`config.mk`:
```
export PLATFORM = sky130hd
export DESIGN_NAME = stack_program_feeder
export DESIGN_NICKNAME = d
export VERILOG_FILES = /design/src/rtl/stack_program_feeder_pkg.sv /design/src/rtl/stack_program_feeder_prog_mem.sv /design/src/rtl/stack_program_feeder.sv
export SDC_FILE = /design/constraint.sdc
export NUM_CORES = 1
export LEC_CHECK = 0
export CAP_MARGIN = 20
export CORE_ASPECT_RATIO = 1.2
export CORE_MARGIN = 2
export CORE_UTILIZATION = 60
export CTS_CLUSTER_DIAMETER = 30
export CTS_CLUSTER_SIZE = 12
export DETAILED_ROUTE_END_ITERATION = 7
export PLACE_DENSITY = 0.75
export SLEW_MARGIN = 20
export SYNTH_ARGS = -nofsm -noshare
export SYNTH_HDL_FRONTEND = slang
export SYNTH_SLANG_ARGS = --single-unit
```
`constraint.sdc`:
```
create_clock -name clk -period 4.1 [get_ports clk]
set_input_delay 0.615 -clock clk [delete_from_list [all_inputs] [get_ports clk]]
set_output_delay 0.615 -clock clk [all_outputs]
set_load 0.1 [all_outputs]
```
`src/rtl/stack_program_feeder_pkg.sv`:
```
// Shared constants for the stack program feeder: FSM states, opcode
// encodings and the issue-window length of each opcode.
package stack_program_feeder_pkg;

  typedef enum logic [1:0] {
    S_IDLE   = 2'd0,
    S_CPURST = 2'd1,
    S_ISSUE  = 2'd2,
    S_DONE   = 2'd3
  } state_e;

  localparam logic [3:0] OP_PUSH  = 4'h0;
  localparam logic [3:0] OP_PUSHI = 4'h1;
  localparam logic [3:0] OP_PUSHH = 4'h2;
  localparam logic [3:0] OP_OUT   = 4'h3;
  localparam logic [3:0] OP_POP   = 4'h4;
  localparam logic [3:0] OP_ADD   = 4'h5;
  localparam logic [3:0] OP_SUB   = 4'h6;
  localparam logic [3:0] OP_AND   = 4'h7;
  localparam logic [3:0] OP_OR    = 4'h8;
  localparam logic [3:0] OP_MULT  = 4'h9;
  localparam logic [3:0] OP_DIV   = 4'hA;
  localparam logic [3:0] OP_DUP   = 4'hB;
  localparam logic [3:0] OP_SHL   = 4'hC;
  localparam logic [3:0] OP_SHR   = 4'hD;
  localparam logic [3:0] OP_SWAP  = 4'hE;
  localparam logic [3:0] OP_LOAD  = 4'hF;

  // Issue window lengths: opcode cycle plus operand repeats.
  localparam logic [2:0] LEN_SHORT = 3'd2;
  localparam logic [2:0] LEN_MID   = 3'd3;
  localparam logic [2:0] LEN_LONG  = 3'd4;

  function automatic logic [2:0] op_len(input logic [3:0] op);
    case (op)
      OP_PUSHI, OP_PUSHH, OP_ADD, OP_SUB, OP_AND, OP_OR: op_len = LEN_MID;
      OP_MULT, OP_DIV, OP_SHL, OP_SHR:                   op_len = LEN_LONG;
      default:                                           op_len = LEN_SHORT;
    endcase
  endfunction

endpackage

```
`src/rtl/stack_program_feeder_prog_mem.sv`:
```
// 16x8 program store: synchronous write, combinational read, no reset.
module feeder_prog_mem (
  input  logic       clk,
  input  logic       we_i,
  input  logic [3:0] waddr_i,
  input  logic [7:0] wdata_i,
  input  logic [3:0] raddr_i,
  output logic [7:0] rdata_o
);

  logic [7:0] mem_q [16];

  // Write port; contents deliberately survive reset.
  always_ff @(posedge clk) begin
    if (we_i) mem_q[waddr_i] <= wdata_i;
  end

  assign rdata_o = mem_q[raddr_i];

endmodule

```
`src/rtl/stack_program_feeder.sv`:
```
// Feeds a stored program to a stack CPU one nibble per cycle: resets the
// CPU, then issues each entry as opcode followed by operand repeats.
module stack_program_feeder
  import stack_program_feeder_pkg::*;
(
  input  logic       clk,
  input  logic       rst,
  input  logic       prog_we,
  input  logic [3:0] prog_addr,
  input  logic [7:0] prog_data,
  input  logic [4:0] prog_len,
  input  logic       start,
  input  logic       loop_en,
  input  logic       stop,
  output logic [3:0] nib_out,
  output logic       cpu_rst,
  output logic       busy,
  output logic       done,
  output logic [3:0] pc
);

  state_e     state_q, state_d;
  logic [3:0] pc_q, pc_d;
  logic [1:0] cyc_q, cyc_d;
  logic [2:0] ilen_q, ilen_d;
  logic [3:0] opr_q, opr_d;
  logic [4:0] len_q, len_d;
  logic       stop_q, stop_d;
  logic [3:0] nib_q, nib_d;
  logic       cpu_rst_q, busy_q, done_q;
  logic       new_instr, stop_seen, instr_end, last_entry;
  logic [7:0] rdata;

  // Writes are locked out while a run is using the store.
  feeder_prog_mem u_mem (
    .clk     (clk),
    .we_i    (prog_we & ~busy_q),
    .waddr_i (prog_addr),
    .wdata_i (prog_data),
    .raddr_i (pc_d),
    .rdata_o (rdata)
  );

  assign stop_seen  = stop_q | stop;
  assign instr_end  = ({1'b0, cyc_q} == (ilen_q - 3'd1));
  assign last_entry = ({1'b0, pc_q} == (len_q - 5'd1));

  // Next state; outputs are computed for the next state so they can be registered.
  always_comb begin
    state_d   = state_q;
    pc_d      = pc_q;
    cyc_d     = cyc_q;
    len_d     = len_q;
    stop_d    = stop_q;
    ilen_d    = ilen_q;
    opr_d     = opr_q;
    nib_d     = 4'd0;
    new_instr = 1'b0;
    case (state_q)
      S_IDLE: begin
        stop_d = 1'b0;
        if (start) begin
          len_d   = (prog_len > 5'd16) ? 5'd16 : prog_len;
          pc_d    = 4'd0;
          state_d = S_CPURST;
        end
      end
      S_CPURST: begin
        if (len_q == 5'd0 || stop_seen) begin
          state_d = S_DONE;
        end else begin
          state_d   = S_ISSUE;
          pc_d      = 4'd0;
          cyc_d     = 2'd0;
          new_instr = 1'b1;
        end
      end
      S_ISSUE: begin
        stop_d = stop_seen;
        if (instr_end) begin
          if (stop_seen || (last_entry && !loop_en)) begin
            state_d = S_DONE;
          end else begin
            pc_d      = last_entry ? 4'd0 : pc_q + 4'd1;
            cyc_d     = 2'd0;
            new_instr = 1'b1;
          end
        end else begin
          cyc_d = cyc_q + 2'd1;
        end
      end
      default: begin
        stop_d  = 1'b0;
        state_d = S_IDLE;
      end
    endcase
    if (new_instr) begin
      ilen_d = op_len(rdata[7:4]);
      opr_d  = rdata[3:0];
      nib_d  = rdata[7:4];
    end else if (state_d == S_ISSUE) begin
      nib_d = opr_q;
    end
  end

  // State and output registers; reset also drives a CPU reset next cycle.
  always_ff @(posedge clk) begin
    if (rst) begin
      state_q   <= S_IDLE;
      pc_q      <= 4'd0;
      cyc_q     <= 2'd0;
      ilen_q    <= LEN_SHORT;
      opr_q     <= 4'd0;
      len_q     <= 5'd0;
      stop_q    <= 1'b0;
      nib_q     <= 4'd0;
      cpu_rst_q <= 1'b1;
      busy_q    <= 1'b0;
      done_q    <= 1'b0;
    end else begin
      state_q   <= state_d;
      pc_q      <= pc_d;
      cyc_q     <= cyc_d;
      ilen_q    <= ilen_d;
      opr_q     <= opr_d;
      len_q     <= len_d;
      stop_q    <= stop_d;
      nib_q     <= nib_d;
      cpu_rst_q <= (state_d == S_CPURST);
      busy_q    <= (state_d == S_CPURST) || (state_d == S_ISSUE);
      done_q    <= (state_d == S_DONE);
    end
  end

  assign nib_out = nib_q;
  assign cpu_rst = cpu_rst_q;
  assign busy    = busy_q;
  assign done    = done_q;
  assign pc      = pc_q;

endmodule

```
# Word-level counts from Yosys, hierarchy flattened

Memory sizes are Yosys's and may differ from the RTL's. A register that Yosys moved wholly into a read port is not among the register bits.
Cells that the tools add are included.

Register bits after elaboration: 25
Memory bits (writable): 128
Memory bits (read-only): 48
Input bits: 23
Output and inout port bits: 11
Logic and storage cells: 64
Memories: 2

Add/subtract/negate cells: 4
Order comparisons: 1
Eq/ne operators: 9
Multiplexer cells: 25
Bitwise logic cells: 3
Reductions and logical operators: 10

Memories:

| memory          | words | width | rd ports | clocked after Yosys merged registers in | write ports | line                                | RTL |
|---|---|---|---|---|---|---|---|
| u_mem.mem_q     | 16    | 8     | 1        | 0                                       | 1           | stack_program_feeder_prog_mem.sv:11 | `logic [7:0] mem_q [16];` |
| (no name shown) | 16    | 3     | 1        | 1                                       | 0           | stack_program_feeder_pkg.sv:35      | `case (op)` |

Operators by type and width:

| cell                                                               | number |
|---|---|
| 4-bit two-way mux                                                  | 7 |
| 2-bit two-way mux                                                  | 6 |
| 4-bit case mux with 3 select lines                                 | 1 |
| 2-bit == test, second input constant                               | 3 |
| 1-bit two-way mux                                                  | 6 |
| 2-bit case mux with 3 select lines                                 | 1 |
| 4-bit by 5-bit == test with 1-bit output                           | 1 |
| 5-bit > comparator, second input constant                          | 1 |
| 5-bit logical NOT                                                  | 1 |
| 5-bit two-way mux                                                  | 1 |
| 5-bit by 1-bit subtractor with 5-bit output, second input constant | 1 |
| 4-bit by 1-bit adder with 4-bit output, second input constant      | 1 |
| 2-bit by 1-bit == test with 1-bit output, second input constant    | 2 |
| 1-bit case mux with 2 select lines                                 | 2 |
| 2-bit case mux with 2 select lines                                 | 1 |
| 2-bit by 3-bit == test with 1-bit output                           | 1 |
| 1-bit logical OR                                                   | 3 |
| 3-bit inequality test, second input constant                       | 1 |
| 3-bit AND reduction                                                | 1 |
| 3-bit by 1-bit subtractor with 3-bit output, second input constant | 1 |
| 2-bit by 1-bit adder with 2-bit output, second input constant      | 1 |
| 2-bit logical NOT                                                  | 1 |
| 2-bit inequality test, second input constant                       | 1 |
| 2-bit AND reduction                                                | 1 |
| other kinds (6)                                                    | 6 |

# Logic depth before layout (Yosys ltp)

Gate-level depths: netlist of the first run.

Depth after elaboration: 10
Depth in mapped cells: 17
Gate-level depth less buffers: 15

# Modules after synthesis

A second synthesis of the first run with hierarchy kept.

Cells, all modules: 404
Area total of the unflattened synthesis: 6570.1 um2

Modules (own cells, without submodules):

| module               | instances | cells each | area an instance (um2) | seq. area each (um2) |
|---|---|---|---|---|
| feeder_prog_mem      | 1         | 221        | 4987.3                 | 3843.7 |
| stack_program_feeder | 1         | 183        | 1582.8                 | 560.5 |

# Worst setup path before layout of the first run

No wires, ideal clock.

Path kind: register to register
Start point: register pc_q[2] (netlist: pc[2])
End point: register ilen_q[2]
Setup time: 117 ps
Arrival time: 3979 ps
Required time: 3983 ps
Path slack: 4 ps
Stages on the path, launching flop included: 15
Buffers on the path: 2
Clock period less this slack: 4096 ps
Cells stage by stage: dfxtp_1 -> xor3_1 -> or3_4 -> o31ai_1 -> a32oi_1 -> nand2_2 -> buf_2 -> buf_2 -> nand3_1 -> nand3_1 -> o22a_1 -> nand2_1 -> ha_1 -> mux2_1 -> a22o_1

Cells in the longest elaborated chain, start to end: 7
Elaborated cells between the ends (all ways): 14
Classes of those cells: add/sub: 1; eq/ne: 1; mux: 9; reduce/logical: 2; memory: 1

Ends and longest elaborated chain:

| item                                                           | line                        | RTL |
|---|---|---|
| start: declaration                                             | stack_program_feeder.sv:23  | `logic [3:0] pc_q, pc_d;` |
| start signal: assignment                                       | stack_program_feeder.sv:122 | `pc_q <= pc_d;` |
| branches (longest 7 deep; another with memory read 16 x 8 bit) | n/a                         |  |
| end: declaration                                               | stack_program_feeder.sv:25  | `logic [2:0] ilen_q, ilen_d;` |

Parallel ways; which one is timed is not known.
A chain may end at the register's enable or synchronous reset.

# Worst setup path in the final report of the first run

Start point: register len_q[0]
End point: register ilen_q[2]

Cells in the longest elaborated chain, start to end: 8
Elaborated cells between the ends (all ways): 16
Classes of those cells: add/sub: 1; eq/ne: 1; mux: 9; reduce/logical: 4; memory: 1

Ends and longest elaborated chain:

| item                                        | line                        | RTL |
|---|---|---|
| start: declaration                          | stack_program_feeder.sv:27  | `logic [4:0] len_q, len_d;` |
| start signal: assignment                    | stack_program_feeder.sv:126 | `len_q <= len_d;` |
| 5-bit by 1-bit subtractor with 5-bit output | stack_program_feeder.sv:46  | `assign last_entry = ({1'b0, pc_q} == (len_q - 5'd1));` |
| 4-bit by 5-bit == test with 1-bit output    | stack_program_feeder.sv:46  |  |
| 1-bit logical AND                           | stack_program_feeder.sv:81  | `if (stop_seen \|\| (last_entry && !loop_en)) begin` |
| 1-bit logical OR                            | stack_program_feeder.sv:81  |  |
| 4-bit two-way mux                           | stack_program_feeder.sv:81  |  |
| 4-bit two-way mux                           | stack_program_feeder.sv:80  | `if (instr_end) begin` |
| 4-bit case mux with 3 select lines          | stack_program_feeder.sv:59  | `case (state_q)` |
| memory read 16 x 8 bit                      | n/a                         |  |

Parallel ways exist; a longest one is shown, timed or not.

==> results of run 1 <==
==> per-layer routing <==
layer / GRT usage (%) / up-vias
li1: - / 2256
met1: 35.1 / 2337
met2: 44.4 / 181
met3: 4.93 / 32
met4: 9.25 / 0
met5: 0 / -
==> cells in the final DEF, fill, tap and decap left out, types with 17 or more instances in the layout <==
cell and count:
nand2_1 67, nor2_1 51, dfxtp_1 27, clkdlybuf4s50_1 33
buf_4 25, edfxtp_1 128, inv_1 17, mux2i_1 20
a21oi_1 21, nand3_1 28, clkbuf_16 17
==> synthesized netlist by cell type (all sizes together) (11+ instances only) <==
master	n	share of area (%)
a21oi	21	1.5
nand3	29	2.1
inv	17	0.92
dfxtp	28	8.1
a221oi	14	1.8
nor2	53	2.9
a311oi	12	1.6
edfxtp	128	55
nand2	68	3.7
mux2i	20	2.9
buf	16	1.2
ha	11	2.0
==> power by group through the flow <==
stage	Sequential [µW]	Combinational, µW	Clock (µW)
floorplan	1920	364	0
global placement	1830	634	0
detailed placement	1830	648	0
CTS	1800	653	1630
global route	1810	738	1700
finish	1800	673	1620
==> stage by stage <==
stage | instance area, µm² | power (µW) | setup WS, ps | setup TNS [ps]
2_1_floorplan | 6960 | 2290 | 4.25 | 0
3_3_place_gp | 7610 | 2470 | 135 | 0
3_5_place_dp | 7610 | 2480 | 61.7 | 0
4_1_cts | 8240 | 4090 | 67.0 | 0
5_1_grt | 8280 | 4240 | -7.30 | -11.6
6_report | 8280 | 4100 | 120 | 0
==> area by class of cell <==
type	count	area (µm²)	share of cell area, %
clock buffer	17	425	5.14
clock inverter	15	196	2.37
timing repair buffer	60	558	6.74
multi-input combinational	364	2440	29.4
inverter	17	63.8	0.770
sequential	156	4410	53.2
tap	157	196	2.37
==> worst min path at each step <==
stage,slack [ps],from,cells after the start,to
floorplan,450,opr_q[0],2,nib_out[0]
global placement,470,opr_q[0],2,nib_out[0]
detailed placement,480,opr_q[2],2,nib_out[2]
CTS,500,opr_q[2],2,nib_out[2]
global route,510,opr_q[2],2,nib_out[2]
finish,500,ilen_q[1],2,ilen_q[1]
==> cells by family (layout without fill, tap and decap cells) <==
kind of cell,after synthesis,count (layout),share of synthesized area (%)
buffers and inverters,41,109,2.55
AO/OA/AOI/OAI,108,108,12.1
flip-flops,156,156,63.3
AND/OR/NAND/NOR,203,203,13.9
adder cells (fa/ha/maj),11,11,1.98
multiplexers,30,30,4.49
XOR/XNOR,12,12,1.73
==> worst max-delay path, delay by kind of cell, from the launching register on <==
family,cells,cell delay [ps]
multiplexers,1,290
adder cells (fa/ha/maj),2,490
flip-flops,1,360
buffers and inverters,1,60
AND/OR/NAND/NOR,5,1290
XOR/XNOR,1,410
AO/OA/AOI/OAI,4,970
==> flip-flops by register name, indices dropped and copies added, names as in the netlist, 2 cells and up <==
name	count
len_q	5
cyc_q	2
nib_out	4
opr_q	4
pc	4
ilen_q	3
state_q	2
u_mem.mem_q	128
==> repair_timing <==
action	CTS	global route
resized for setup	0	9
endpoints found under the setup margin	0	5
hold buffers	0	0
buffers inserted	0	0
==> metrics.yaml, run 1 <==
status: "completed"
core_area_um2: 11500
required_ps: 4410
drive_above_1_share_pct: 14.3
p_leak_uw: 0.00292
synth.net_count: 595
grt_pass1_vias: 4611
initial_core_util_pct: 60.7
hold_path.class: "flip-flop to flip-flop"
final-setup-viol-count: 0
drv_cap: 0
grt_use_total_pct: 26.6
syn_avg_cell_area_um2: 12.4
cts_buffers: 17
grt_start_max_net_pins: 49
root_buffer: "clkbuf_16"
cts_tree: "yes"
final_util_pct: 72.3
wl_met1_um: 6560
io_pins: 34
port_buffers: 33
drv_slew: 0
yosys_warnings: 0
finalHoldViolations: 0
p_switching_uw: 1160
met3_wirelength_um: 947
htreeDepth: 4
nFillCells: 773
power_density_nw_per_um2: 494
worst_path_max_delay_cell: "or4_1"
start_kind: "flip-flop"
dpl.hpwl_um: 10500
synth-seq-cells: 156
switching_share_pct: 28.4
p_comb_share_pct: 16.4
synth_cells: 561
r2r_cells: 14
pwr-share-clk_pct: 39.6
dp_cells: 754
end_kind: "flip-flop"
area_growth_pct: 19.0
clock_path_buffers: 2
clk_pin_slew_ps: 60
dr_wl_met2_um: 7940
p_seq_share_pct: 44.0
stdcell_count: 786
grt_pass1_wl_um: 24400
path_cells: "inv_1 -> ha_1 -> xor3_1 -> or3_4 -> or4_1 -> nand3_2 -> a32o_2 -> nand2_1 -> a311o_1 -> o22a_1 -> nand2_1 -> ha_1 -> mux2_1 -> a22o_1"
yosysUniqueCellTypes: 66
fin_skew_ps: 7.52
clk_latency_ps: 420
fin_hold_ws_ps: 498
critPathLaunch: "len_q[0]"
drc: 0
nNetsFinal: 650
synth_top_flop_cell: "edfxtp_1"
fin_crit_ps: 3980
top_layer: "met4"
path_class: "flip-flop to flip-flop"
firstDrtPassIters: 6
slew-limit-headroom_pct: 30.5
endpoint: "ilen_q[2]"
antenna_cells: 0
grt-ovfl-total: 0
wl_per_cell_um: 20.1
antenna_found_initial: 0
worst_slew_pin_slew_ps: 1040
netlist_area_um2: 6960
gp_congestion: 0.869
ys_async_sr_fraction_pct: 0
clock_sinks: 156
fmax_ghz: 0.251
drt_iter0_markers: 348
reg2reg_to: "ilen_q[2]"
viasPerCell: 6.11
ir_drop_mv: 0.402
post-route-period-util_pct: 97.1
dieArea_um2: 12500
reg2reg_slack_ps: 120
fp.dieW_um: 102
routed_wl_um: 15800
synth_seq_area_share_pct: 63.3
antenna_left: 0
r2r_start: "len_q[0]"
p_int_uw: 2930
cp.arrival_ps: 4290
fp.dieH_um: 122
rows: 43
num_vias: 4806
path_max_fanout: 4
cp_slowest_stage_delay_ps: 550
synth-edff-count: 128
Power figures use the tool's default switching activity.
==> inputs of run 2 (changes only) <==
==> constraint.sdc (replaced) <==
create_clock -name clk -period 3.8 [get_ports clk]
set_input_delay 0.57 -clock clk [delete_from_list [all_inputs] [get_ports clk]]
set_output_delay 0.57 -clock clk [all_outputs]
set_load 0.1 [all_outputs]
==> metrics.yaml, run 2 (synthesis gave the netlist of run 1 again) <==
cp.arrival_ps: 4030
stdcell_area_um2: 8750
root_buffer: "clkbuf_16"
worst_slew_pin_slew_ps: 1130
status: "completed"
largest_register_ff_count: 128
grt_use_total_pct: 28.2
initial_core_util_pct: 60.7
core_area_um2: 11500
clk_latency_ps: 430
ir_drop_mv: 0.359
wl_per_cell_um: 20.5
drive_above_1_share_pct: 22.7
area_growth_pct: 25.7
clock_path_buffers: 2
num_vias: 5084
drt_iter0_markers: 424
dpl_cell_area_um2: 7870
slew-limit-headroom_pct: 24.5
clock_sinks: 156
finalPower_uw: 4510
end_kind: "flip-flop"
io_pins: 34
routed_wl_um: 16900
drv_cap: 0
finalSetupTns_ps: 0
gp_congestion: 0.918
fp.dieH_um: 122
htreeDepth: 4
firstDrtPassIters: 5
viasPerCell: 6.18
post-route-period-util_pct: 98.0
dieArea_um2: 12500
cts_buffers: 17
fin_hold_ws_ps: 496
drc: 0
dpl.hpwl_um: 11000
grt_pass1_wl_um: 25900
post-place-ws_ps: -107
clk_pin_slew_ps: 70
top_register: "u_mem.mem_q"
grt_pass1_vias: 4902
power_density_nw_per_um2: 516
hold_path.class: "flip-flop to flip-flop"
antenna_cells: 0
finalHoldViolations: 0
start_kind: "flip-flop"
final-setup-viol-count: 0
antenna_found_initial: 0
port_buffers: 33
nNetsFinal: 687
fmax_ghz: 0.268
mostFrequentLayoutCells: "edfxtp_1 (128), nand2_1 (65), buf_4 (56)"
required_ps: 4110
cts_tree: "yes"
reg_top3: "u_mem.mem_q (128), len_q (5)"
p_leak_uw: 0.00316
rows: 43
drv_slew: 0
fin_skew_ps: 10.4
final_common_cell: "edfxtp_1"
antenna_left: 0
fin_crit_ps: 3720
fin_ws_ps: 75.1
path_class: "flip-flop to flip-flop"
grt_start_max_net_pins: 29
grt_setup_unrepaired: "true"
path_max_fanout: 5
fp.dieW_um: 102
grt-ovfl-total: 0
[run 2: cell type report]
cell class                      instances  area [µm²]
Clock inverter                         15         199
Multi-Input combinational cell        364        2570
Tap cell                              157         196
Timing Repair Buffer                   97         885
Inverter                               17        63.8
Sequential cell                       156        4410
Clock buffer                           17         425
Fill cell                             738        2710
[run 2: path summary, 6_finish.rpt]
path	from	end	slack (ps)	depth (start not counted)
worst max register to register	len_q[2]	ilen_q[2]	80	12
worst max-delay path	len_q[2]	ilen_q[2]	80	12
worst min-delay path	opr_q[1]	opr_q[1]	500	2
worst min register to register	opr_q[1]	opr_q[1]	500	2
[run 2: critical path: stages (launching register included)]
cell	delay, ps
dfxtp_4	380
xor3_2	460
or3_4	460
or4_4	590
nand3_4	110
a32o_2	200
nand2_2	80
a311o_1	330
o22a_1	200
nand2_2	80
ha_4	210
mux2_1	300
a22o_1	200
[run 2: through the flow]
stage	cells	util (%)
5_1_grt	823	76.4
3_5_place_dp	783	68.7
3_3_place_gp	783	68.7
6_report	823	76.4
4_1_cts	816	74.6
2_1_floorplan	561	-
[run 2: report_power, final]
group / internal (µW) / switching, µW / total, µW / leakage, µW
Sequential: 1910 / 35.1 / 1950 / 0.00139
Clock: 1060 / 721 / 1780 / 0.000308
Combinational: 281 / 509 / 790 / 0.00146
[run 2: timing repair]
item	4_1_cts	5_1_grt
setup endpoints to repair	3	9
buffers inserted	1	7
resized for setup	9	28
cloned	0	0
pin swaps	1	13
hold buffers	0	0
[run 2: per-layer routing]
layer / vias to the layer above / GRT usage (%) / wire, µm
met5: - / 0 / 0
met4: 0 / 11.9 / 418
met2: 224 / 46.8 / 8550
li1: 2332 / - / -
met3: 38 / 4.99 / 1250
met1: 2490 / 36.6 / 6700
